**src/rtl/wb_pkg.sv**
```systemverilog
// wb_pkg: shared state encoding, default widths and response status bit positions.
package wb_pkg;
   typedef enum logic [1:0] {IDLE, BUS, RESP} wb_state_e;
   localparam int WB_DEF_DATA_WIDTH = 32;
   localparam int WB_DEF_ADDR_WIDTH = 32;
   localparam int WB_DEF_TIMEOUT    = 255;
   localparam int RSP_ERR_BIT       = 0;
   localparam int RSP_TIMEOUT_BIT   = 1;
   localparam int RSP_STATUS_W      = 2;
endpackage

```
**src/rtl/wb_initiator_timeout.sv**
```systemverilog
// wb_initiator_timeout: saturating bus-cycle counter flagging the last allowed cycle.
module wb_initiator_timeout
   import wb_pkg::*;
#(
   parameter int TIMEOUT_CYCLES = WB_DEF_TIMEOUT
) (
   input  logic clk_i,
   input  logic rst_ni,
   input  logic clr_i,
   input  logic en_i,
   output logic expire_o
);
   localparam int CW = TIMEOUT_CYCLES > 0 ? $clog2(TIMEOUT_CYCLES + 1) : 1;
   localparam logic [CW-1:0] LAST = CW'(TIMEOUT_CYCLES > 0 ? TIMEOUT_CYCLES - 1 : 0);
   logic [CW-1:0] cnt_q, cnt_d;
   always_comb cnt_d = clr_i ? '0 : (en_i && cnt_q != LAST) ? cnt_q + CW'(1) : cnt_q;
   always_ff @(posedge clk_i) begin
      if (!rst_ni) cnt_q <= '0;
      else cnt_q <= cnt_d;
   end
   // A zero budget keeps the counter harmlessly parked and never expires.
   assign expire_o = (TIMEOUT_CYCLES != 0) && en_i && (cnt_q == LAST);
endmodule

```
**src/rtl/wb_initiator.sv**
```systemverilog
// wb_initiator: valid/ready request port to Wishbone classic single transfers with timeout.
module wb_initiator
   import wb_pkg::*;
#(
   parameter int WB_DATA_WIDTH  = WB_DEF_DATA_WIDTH,
   parameter int WB_ADDR_WIDTH  = WB_DEF_ADDR_WIDTH,
   parameter int TIMEOUT_CYCLES = WB_DEF_TIMEOUT
) (
   input  logic                       clk_i,
   input  logic                       rst_ni,
   input  logic                       req_valid_i,
   output logic                       req_ready_o,
   input  logic                       req_we_i,
   input  logic [WB_ADDR_WIDTH-1:0]   req_addr_i,
   input  logic [WB_DATA_WIDTH-1:0]   req_data_i,
   input  logic [WB_DATA_WIDTH/8-1:0] req_sel_i,
   output logic                       rsp_valid_o,
   input  logic                       rsp_ready_i,
   output logic [WB_DATA_WIDTH-1:0]   rsp_data_o,
   output logic                       rsp_err_o,
   output logic                       rsp_timeout_o,
   output logic                       wb_cyc_o,
   output logic                       wb_stb_o,
   output logic                       wb_we_o,
   output logic [WB_ADDR_WIDTH-1:0]   wb_adr_o,
   output logic [WB_DATA_WIDTH-1:0]   wb_dat_o,
   output logic [WB_DATA_WIDTH/8-1:0] wb_sel_o,
   input  logic [WB_DATA_WIDTH-1:0]   wb_dat_i,
   input  logic                       wb_ack_i,
   input  logic                       wb_err_i
);
   localparam int SW = WB_DATA_WIDTH / 8;
   wb_state_e               state_q, state_d;
   logic                    we_q, we_d;
   logic [WB_ADDR_WIDTH-1:0] adr_q, adr_d;
   logic [WB_DATA_WIDTH-1:0] dat_q, dat_d, rdata_q, rdata_d;
   logic [SW-1:0]           sel_q, sel_d;
   logic [RSP_STATUS_W-1:0] status_q, status_d;
   logic                    accept, expire;
   assign accept = (state_q == IDLE) && req_valid_i;
   wb_initiator_timeout #(.TIMEOUT_CYCLES(TIMEOUT_CYCLES)) u_timeout (
      .clk_i    (clk_i),
      .rst_ni   (rst_ni),
      .clr_i    (accept),
      .en_i     (state_q == BUS),
      .expire_o (expire)
   );
   always_comb begin
      state_d  = state_q;
      we_d     = we_q;
      adr_d    = adr_q;
      dat_d    = dat_q;
      sel_d    = sel_q;
      rdata_d  = rdata_q;
      status_d = status_q;
      case (state_q)
         IDLE: if (req_valid_i) begin
            state_d = BUS;
            we_d    = req_we_i;
            adr_d   = req_addr_i;
            dat_d   = req_data_i;
            sel_d   = req_sel_i;
         end
         // err outranks ack, and any termination outranks the timeout
         BUS: if (wb_err_i) begin
            state_d               = RESP;
            rdata_d               = '0;
            status_d              = '0;
            status_d[RSP_ERR_BIT] = 1'b1;
         end else if (wb_ack_i) begin
            state_d  = RESP;
            rdata_d  = we_q ? '0 : wb_dat_i;
            status_d = '0;
         end else if (expire) begin
            state_d                   = RESP;
            rdata_d                   = '0;
            status_d                  = '0;
            status_d[RSP_ERR_BIT]     = 1'b1;
            status_d[RSP_TIMEOUT_BIT] = 1'b1;
         end
         RESP: if (rsp_ready_i) begin
            state_d  = IDLE;
            rdata_d  = '0;
            status_d = '0;
         end
         default: state_d = IDLE;
      endcase
   end
   always_ff @(posedge clk_i) begin
      if (!rst_ni) begin
         state_q  <= IDLE;
         we_q     <= 1'b0;
         adr_q    <= '0;
         dat_q    <= '0;
         sel_q    <= '0;
         rdata_q  <= '0;
         status_q <= '0;
      end else begin
         state_q  <= state_d;
         we_q     <= we_d;
         adr_q    <= adr_d;
         dat_q    <= dat_d;
         sel_q    <= sel_d;
         rdata_q  <= rdata_d;
         status_q <= status_d;
      end
   end
   assign req_ready_o   = state_q == IDLE;
   assign rsp_valid_o   = state_q == RESP;
   assign wb_cyc_o      = state_q == BUS;
   assign wb_stb_o      = state_q == BUS;
   assign wb_we_o       = we_q;
   assign wb_adr_o      = adr_q;
   assign wb_dat_o      = dat_q;
   assign wb_sel_o      = sel_q;
   assign rsp_data_o    = rdata_q;
   assign rsp_err_o     = status_q[RSP_ERR_BIT];
   assign rsp_timeout_o = status_q[RSP_TIMEOUT_BIT];
endmodule
```
**config.mk**
```make
export PLATFORM = sky130hd
export DESIGN_NAME = wb_initiator
export DESIGN_NICKNAME = d
export VERILOG_FILES = /design/src/rtl/wb_pkg.sv /design/src/rtl/wb_initiator_timeout.sv /design/src/rtl/wb_initiator.sv
export SDC_FILE = /design/constraint.sdc
export NUM_CORES = 1
export LEC_CHECK = 0
export ABC_CLOCK_PERIOD_IN_PS = 1800
export CAP_MARGIN = 20
export CORE_UTILIZATION = 41
export CTS_CLUSTER_SIZE = 10
export DETAILED_ROUTE_END_ITERATION = 8
export PLACE_DENSITY = 0.84
export SLEW_MARGIN = 25
export SYNTH_ARGS = -nofsm -noshare
export SYNTH_HDL_FRONTEND = slang
export SYNTH_SLANG_ARGS = --single-unit
```
**constraint.sdc**
```tcl
create_clock -name clk_i -period 1.8 [get_ports clk_i]
set_input_delay 0.36 -clock clk_i [delete_from_list [all_inputs] [get_ports clk_i]]
set_output_delay 0.36 -clock clk_i [all_outputs]
set_load 0.005 [all_outputs]
```
==> flow_metrics.env, run 1 <==
export IMPL_outcome="complete, no violations"
export IMPL_required_ps=1440
export IMPL_synth_xor_area_share_pct=0.965
export IMPL_clockBufferDepth=2
export IMPL_seq_area_frac_synth_pct=49.8
export IMPL_portBuffers=213
export IMPL_setup_viol=0
export IMPL_hp_class="in -> reg"
export IMPL_p_int_mw=6.56
export IMPL_critPathSlowestCell="clkdlybuf4s50_1"
export IMPL_cap_violations=0
export IMPL_timing_final_ws_setup_ps=56.1
export IMPL_clock_power_share_pct=34.6
export IMPL_grt_use_total_pct=24.4
export IMPL_synth_compound_area_share_pct=18.3
export IMPL_yosysTopAreaCellShare_pct=49.8
export IMPL_die_area_um2=11500
export IMPL_drv_slew=0
export IMPL_cellLeakagePower_nw=2.82
export IMPL_path_buf_inv=1
export IMPL_finalHoldViolCount=0
export IMPL_netlist_area_um2=4540
export IMPL_ant_nets=0
export IMPL_first_pass_iters=4
export IMPL_grt_max_degree=75
export IMPL_seq_area_um2=2270
export IMPL_clk_latency_ps=510
export IMPL_gr_total_overflow=0
export IMPL_io_pins=214
export IMPL_synth_top_family_by_area="simple AND/OR/NAND/NOR gates"
export IMPL_path_clk_slew_ps=60
export IMPL_yosysWarnings=0
export IMPL_switching_share_pct=32.2
export IMPL_routed_via_density=5.08
export IMPL_gp_congestion=0.777
export IMPL_finalNonFillerCells=893
export IMPL_cp_slowest_stage_delay_ps=520
export IMPL_cts_buffers=17
export IMPL_synth_area_leader_cell="dfxtp_1"
export IMPL_design_area_um2=7510
export IMPL_cp_max_fo=2
export IMPL_worst_setup_path_type="reg -> out"
export IMPL_crit_arrival_ps=1380
export IMPL_post_dp_cell_area_um2=6800
export IMPL_synth_cells=529
export IMPL_hold_slack_ps=371
export IMPL_netlist_top_cells_count="182 x nand2_1, 113 x dfxtp_1, 70 x a21boi_0"
export IMPL_drt_total_wl_um=13700
export IMPL_root_buffer="clkbuf_8"
export IMPL_cts_tree="built"
export IMPL_synth_edf_count=0
export IMPL_fmax_ghz=0.573
export IMPL_row_count=38
export IMPL_tns_ps=0
export IMPL_die_h_um=107
export IMPL_synthMuxAreaShare_pct=0.662
export IMPL_hold_buffers=0
export IMPL_fin_worst_skew_ps=7.59
export IMPL_synth_seq_cells=113
export IMPL_grt_pass1_wl_um=21700
export IMPL_cts_htree_levels=4
export IMPL_antenna_found_initial=0
export IMPL_synthSimpleGateAreaFrac_pct=23.2
export IMPL_rsz0062_at_grt="false"
export IMPL_cp_end_kind="output port"
export IMPL_syn_nets=642
export IMPL_yosysMostFrequentCell="nand2_1"
export IMPL_synthTopCellsByArea="dfxtp_1 50%, nand2_1 15%, a21boi_0 12%, nand4_1 4.4%, clkbuf_1 2.4%"
export IMPL_tightest_slew_ps=346
export IMPL_area_growth_pct=65.5
export IMPL_drive_gt1_share_pct=10.5
export IMPL_avgSynthCellArea_um2=8.58
export IMPL_drc=0
export IMPL_synth_adder_area_share_pct=1.65
export IMPL_hpwl_um=9250
export IMPL_synthDistinctLibCells=37
export IMPL_die_w_um=107
export IMPL_insertedDiodeCount=0
export IMPL_slew_headroom_pct=76.9
export IMPL_dp_worst_setup_slack_ps=-88.0
export IMPL_power_frac_seq_pct=32.4
export IMPL_route_vias_total=4536
export IMPL_drtIter0Drc=165
export IMPL_cp_top_family="buffers and inverters"
export IMPL_fin_nets=853
export IMPL_coreArea_um2=10800
export IMPL_ys_flop_type="dfxtp_1"
export IMPL_power_density_nw_per_um2=1290
export IMPL_dp_cells=856
export IMPL_start_util_pct=42.0
export IMPL_fin_crit_ps=1740
export IMPL_post_route_period_util_pct=96.9
export IMPL_cp_start_kind="flop"
export IMPL_p_sw_mw=3.11
export IMPL_cp_cell_sequence="clkdlybuf4s50_1"
export IMPL_multi_input_area_um2=2100
export IMPL_fillers=819
export IMPL_vdd_drop_max_mv=0.702
export IMPL_comb_power_share_pct=33.0
export IMPL_grt_pass1_vias=4625
export IMPL_synth_async_reset_ratio_pct=0
export IMPL_cts_sinks=113
export IMPL_avgRoutedWirePerCell_um=15.3
## through the flow
step                utilization, %  power (mW)
floorplan                        -        4.72
global placement              63.0        5.98
detailed placement            63.0        6.09
CTS                           69.3        9.63
global route                  69.6        10.2
finish                        69.6        9.67
## kinds of logic after synthesis
group | after synthesis
fa+ha+maj | 6
buf+inv | 47
compound gates | 116
simple gates | 239
flops | 113
mux | 3
xor+xnor | 5
## worst paths after layout
kind | start | to | slack [ps] | cells past startpoint
setup / recovery | rsp_data_o[26] | rsp_data_o[26] | 60 | 1
hold / removal | rst_ni | state_q[1] | 370 | 4
setup reg to reg | state_q[0] | rsp_data_o[28] | 150 | 7
hold reg to reg | rsp_data_o[4] | rsp_data_o[4] | 460 | 2
## layout make-up
cell class / instances / area share [%]
inverters: 5 / 0.316
multi-input cells: 370 / 27.9
clock buffers: 17 / 5.51
clock inverters: 15 / 2.48
flip-flops and latches: 113 / 30.2
well taps: 140 / 2.33
repair buffers: 233 / 31.2
## routing by layer
layer  share of wire (%)  up-vias  GRT usage (%)
met1                  37     2116           24.4
met2                  52      180           43.4
met3                 7.9       40           9.97
met4                 3.0        0           12.0
li1                    -     2200              -
met5                   0        -              0
## registers in the layout, summed over array words and instances, names as in the netlist
signal	count
rsp_data_o	32
state_q	2
status_q	2
u_timeout.cnt_q	8
wb_adr_o	32
wb_dat_o	32
wb_sel_o	4
wb_we_o	1
## placed cells by master (no fill, tap or decap), types with 5 or more instances in the layout
| master | n |
|---|---|
| nor2_1 | 9 |
| clkbuf_16 | 16 |
| buf_12 | 5 |
| clkinv_4 | 5 |
| nand2_1 | 181 |
| buf_4 | 15 |
| nand4_1 | 32 |
| o21ai_2 | 9 |
| clkdlybuf4s50_1 | 205 |
| a21boi_0 | 70 |
| dfxtp_1 | 110 |
| o21ai_1 | 12 |
| o21ai_0 | 13 |
## power by group through the flow
stage	combinational, mW	sequential, mW	clock [mW]
after floorplan	1.57	3.16	0
after global routing	3.47	3.18	3.53
final	3.19	3.13	3.35
after global placement	2.85	3.13	0
after CTS	3.11	3.13	3.40
after detailed placement	2.94	3.15	0
## repair_timing
item / 4_1_cts / 5_1_grt
gates cloned: 1 / 0
gates resized for setup: 16 / 6
setup buffers: 3 / 1
endpoints found under the setup margin: 6 / 21
pin swaps: 1 / 1
(Power assumes the default switching activity.)
==> run 2: changes to the inputs <==
Settings changed: CORE_UTILIZATION 41 to 38, PLACE_DENSITY 0.84 to 0.79.
==> flow_metrics.env, run 2 (synthesis gave the netlist of run 1 again) <==
export IMPL_outcome="finished with violations"
export IMPL_failed_checks="DRC"
export IMPL_gp_congestion=0.778
export IMPL_p_total_mw=10.0
export IMPL_cellLeakagePower_nw=2.83
export IMPL_path_clk_slew_ps=50
export IMPL_p_sw_mw=2.97
export IMPL_cp_start_kind="flop"
export IMPL_drive_gt1_share_pct=10.7
export IMPL_p_int_mw=7.04
export IMPL_fin_worst_skew_ps=6.03
export IMPL_comb_power_share_pct=31.8
export IMPL_gr_total_overflow=0
export IMPL_fin_crit_ps=1740
export IMPL_grt_max_degree=72
export IMPL_cts_buffers=17
export IMPL_setup_viol=0
export IMPL_start_util_pct=39.4
export IMPL_rsz0062_at_grt="false"
export IMPL_drv_slew=0
export IMPL_insertedDiodeCount=0
export IMPL_crit_arrival_ps=1380
export IMPL_clock_power_share_pct=37.1
export IMPL_fillers=918
export IMPL_tightest_slew_ps=389
export IMPL_grt_pass1_vias=4554
export IMPL_vdd_drop_max_mv=0.736
export IMPL_coreArea_um2=11500
export IMPL_fin_nets=856
export IMPL_grt_pass1_wl_um=22100
export IMPL_post_route_util_pct=66.0
export IMPL_seq_area_um2=2270
export IMPL_route_vias_total=4521
export IMPL_row_count=39
export IMPL_die_w_um=111
export IMPL_cap_violations=0
export IMPL_multi_input_area_um2=2090
export IMPL_finalHoldViolCount=0
export IMPL_switching_share_pct=29.7
export IMPL_antenna_found_initial=0
export IMPL_cp_cell_sequence="inv_4, buf_4, ha_2, clkdlybuf4s15_1"
export IMPL_portBuffers=213
export IMPL_die_area_um2=12400
export IMPL_hpwl_um=9490
export IMPL_required_ps=1440
export IMPL_avgRoutedWirePerCell_um=15.2
export IMPL_power_density_nw_per_um2=1320
export IMPL_cts_tree="built"
export IMPL_dp_cells=861
export IMPL_critPathSlowestCell="dfxtp_4"
export IMPL_slew_headroom_pct=74.0
export IMPL_cp_slowest_stage_delay_ps=360
export IMPL_hold_slack_ps=453
export IMPL_clk_latency_ps=400
export IMPL_cp_max_fo=4
export IMPL_first_pass_iters=6
export IMPL_hp_class="reg -> reg"
export IMPL_cts_sinks=113
export IMPL_cp_end_kind="output port"
export IMPL_area_growth_pct=67.4
export IMPL_ant_nets=0
export IMPL_io_pins=214
export IMPL_root_buffer="clkbuf_16"
export IMPL_cts_htree_levels=4
export IMPL_finalNonFillerCells=899
export IMPL_die_h_um=111
export IMPL_clockBufferDepth=2
export IMPL_fmax_ghz=0.576
export IMPL_mostFrequentLayoutCell="clkdlybuf4s50_1"
export IMPL_drtIter0Drc=237
export IMPL_post_route_period_util_pct=96.5
export IMPL_power_frac_seq_pct=31.2
export IMPL_design_area_um2=7600
export IMPL_drt_total_wl_um=13700
export IMPL_final_cell_mix="208 x clkdlybuf4s50_1, 181 x nand2_1, 110 x dfxtp_1"
export IMPL_grt_use_total_pct=22.4
export IMPL_worst_setup_path_type="reg -> out"
export IMPL_routed_via_density=5.03
export IMPL_post_dp_cell_area_um2=6840
export IMPL_drc=18
-- run 2: final timing paths --
kind / from / endpoint / slack (ps) / cells after the start
setup reg to reg: u_timeout.cnt_q[0] / rsp_data_o[10] / 130 / 8
hold reg to reg: rsp_data_o[9] / rsp_data_o[9] / 450 / 2
setup / recovery: state_q[1] / req_ready_o / 60 / 4
hold / removal: rsp_data_o[9] / rsp_data_o[9] / 450 / 2
-- run 2: power by group through the flow --
stage	clock network [mW]	logic, mW	registers (mW)
2_1_floorplan	0	1.57	3.16
3_3_place_gp	0	2.91	3.13
3_5_place_dp	0	3.00	3.15
4_1_cts	3.77	3.12	3.12
5_1_grt	3.89	3.45	3.17
6_report	3.71	3.18	3.12
-- run 2: repair_timing --
| action | 4_1_cts | 5_1_grt |
|---|---|---|
| hold buffers | 0 | 0 |
| setup buffers | 3 | 2 |
| pin swaps | 3 | 1 |
| gates cloned | 1 | 0 |
| gates resized for setup | 16 | 2 |
| setup endpoints to repair | 9 | 20 |
-- run 2: routing by layer --
metal  wire length (um)  track usage (%)  vias to the layer above
li1                   -                -                     2201
met1               5140             23.2                     2112
met2               7020             40.0                      179
met3               1170             7.98                       29
met4                322             10.8                        0
met5                  0                0                        -
-- run 2: layout make-up --
cell class                 instances  area share [%]
timing repair buffer             236            31.2
sequential                       113            29.9
multi-input combinational        370            27.6
clock buffer                      22            6.37
clock inverter                    10            2.36
tap                              143            2.36
inverter                           5           0.280
-- run 2: critical path, delay by kind of cell (launching register included) --
family	cells	cell delay, ps
buf+inv	3	420
fa+ha+maj	1	200
flops	1	360
-- run 2: through the flow --
step,setup slack (ps),setup TNS [ps]
final,63.4,0
after global routing,8.75,0
after CTS,2.30,0
after detailed placement,-99.2,-1290
after global placement,-5.20,-37.5
after floorplan,204,0
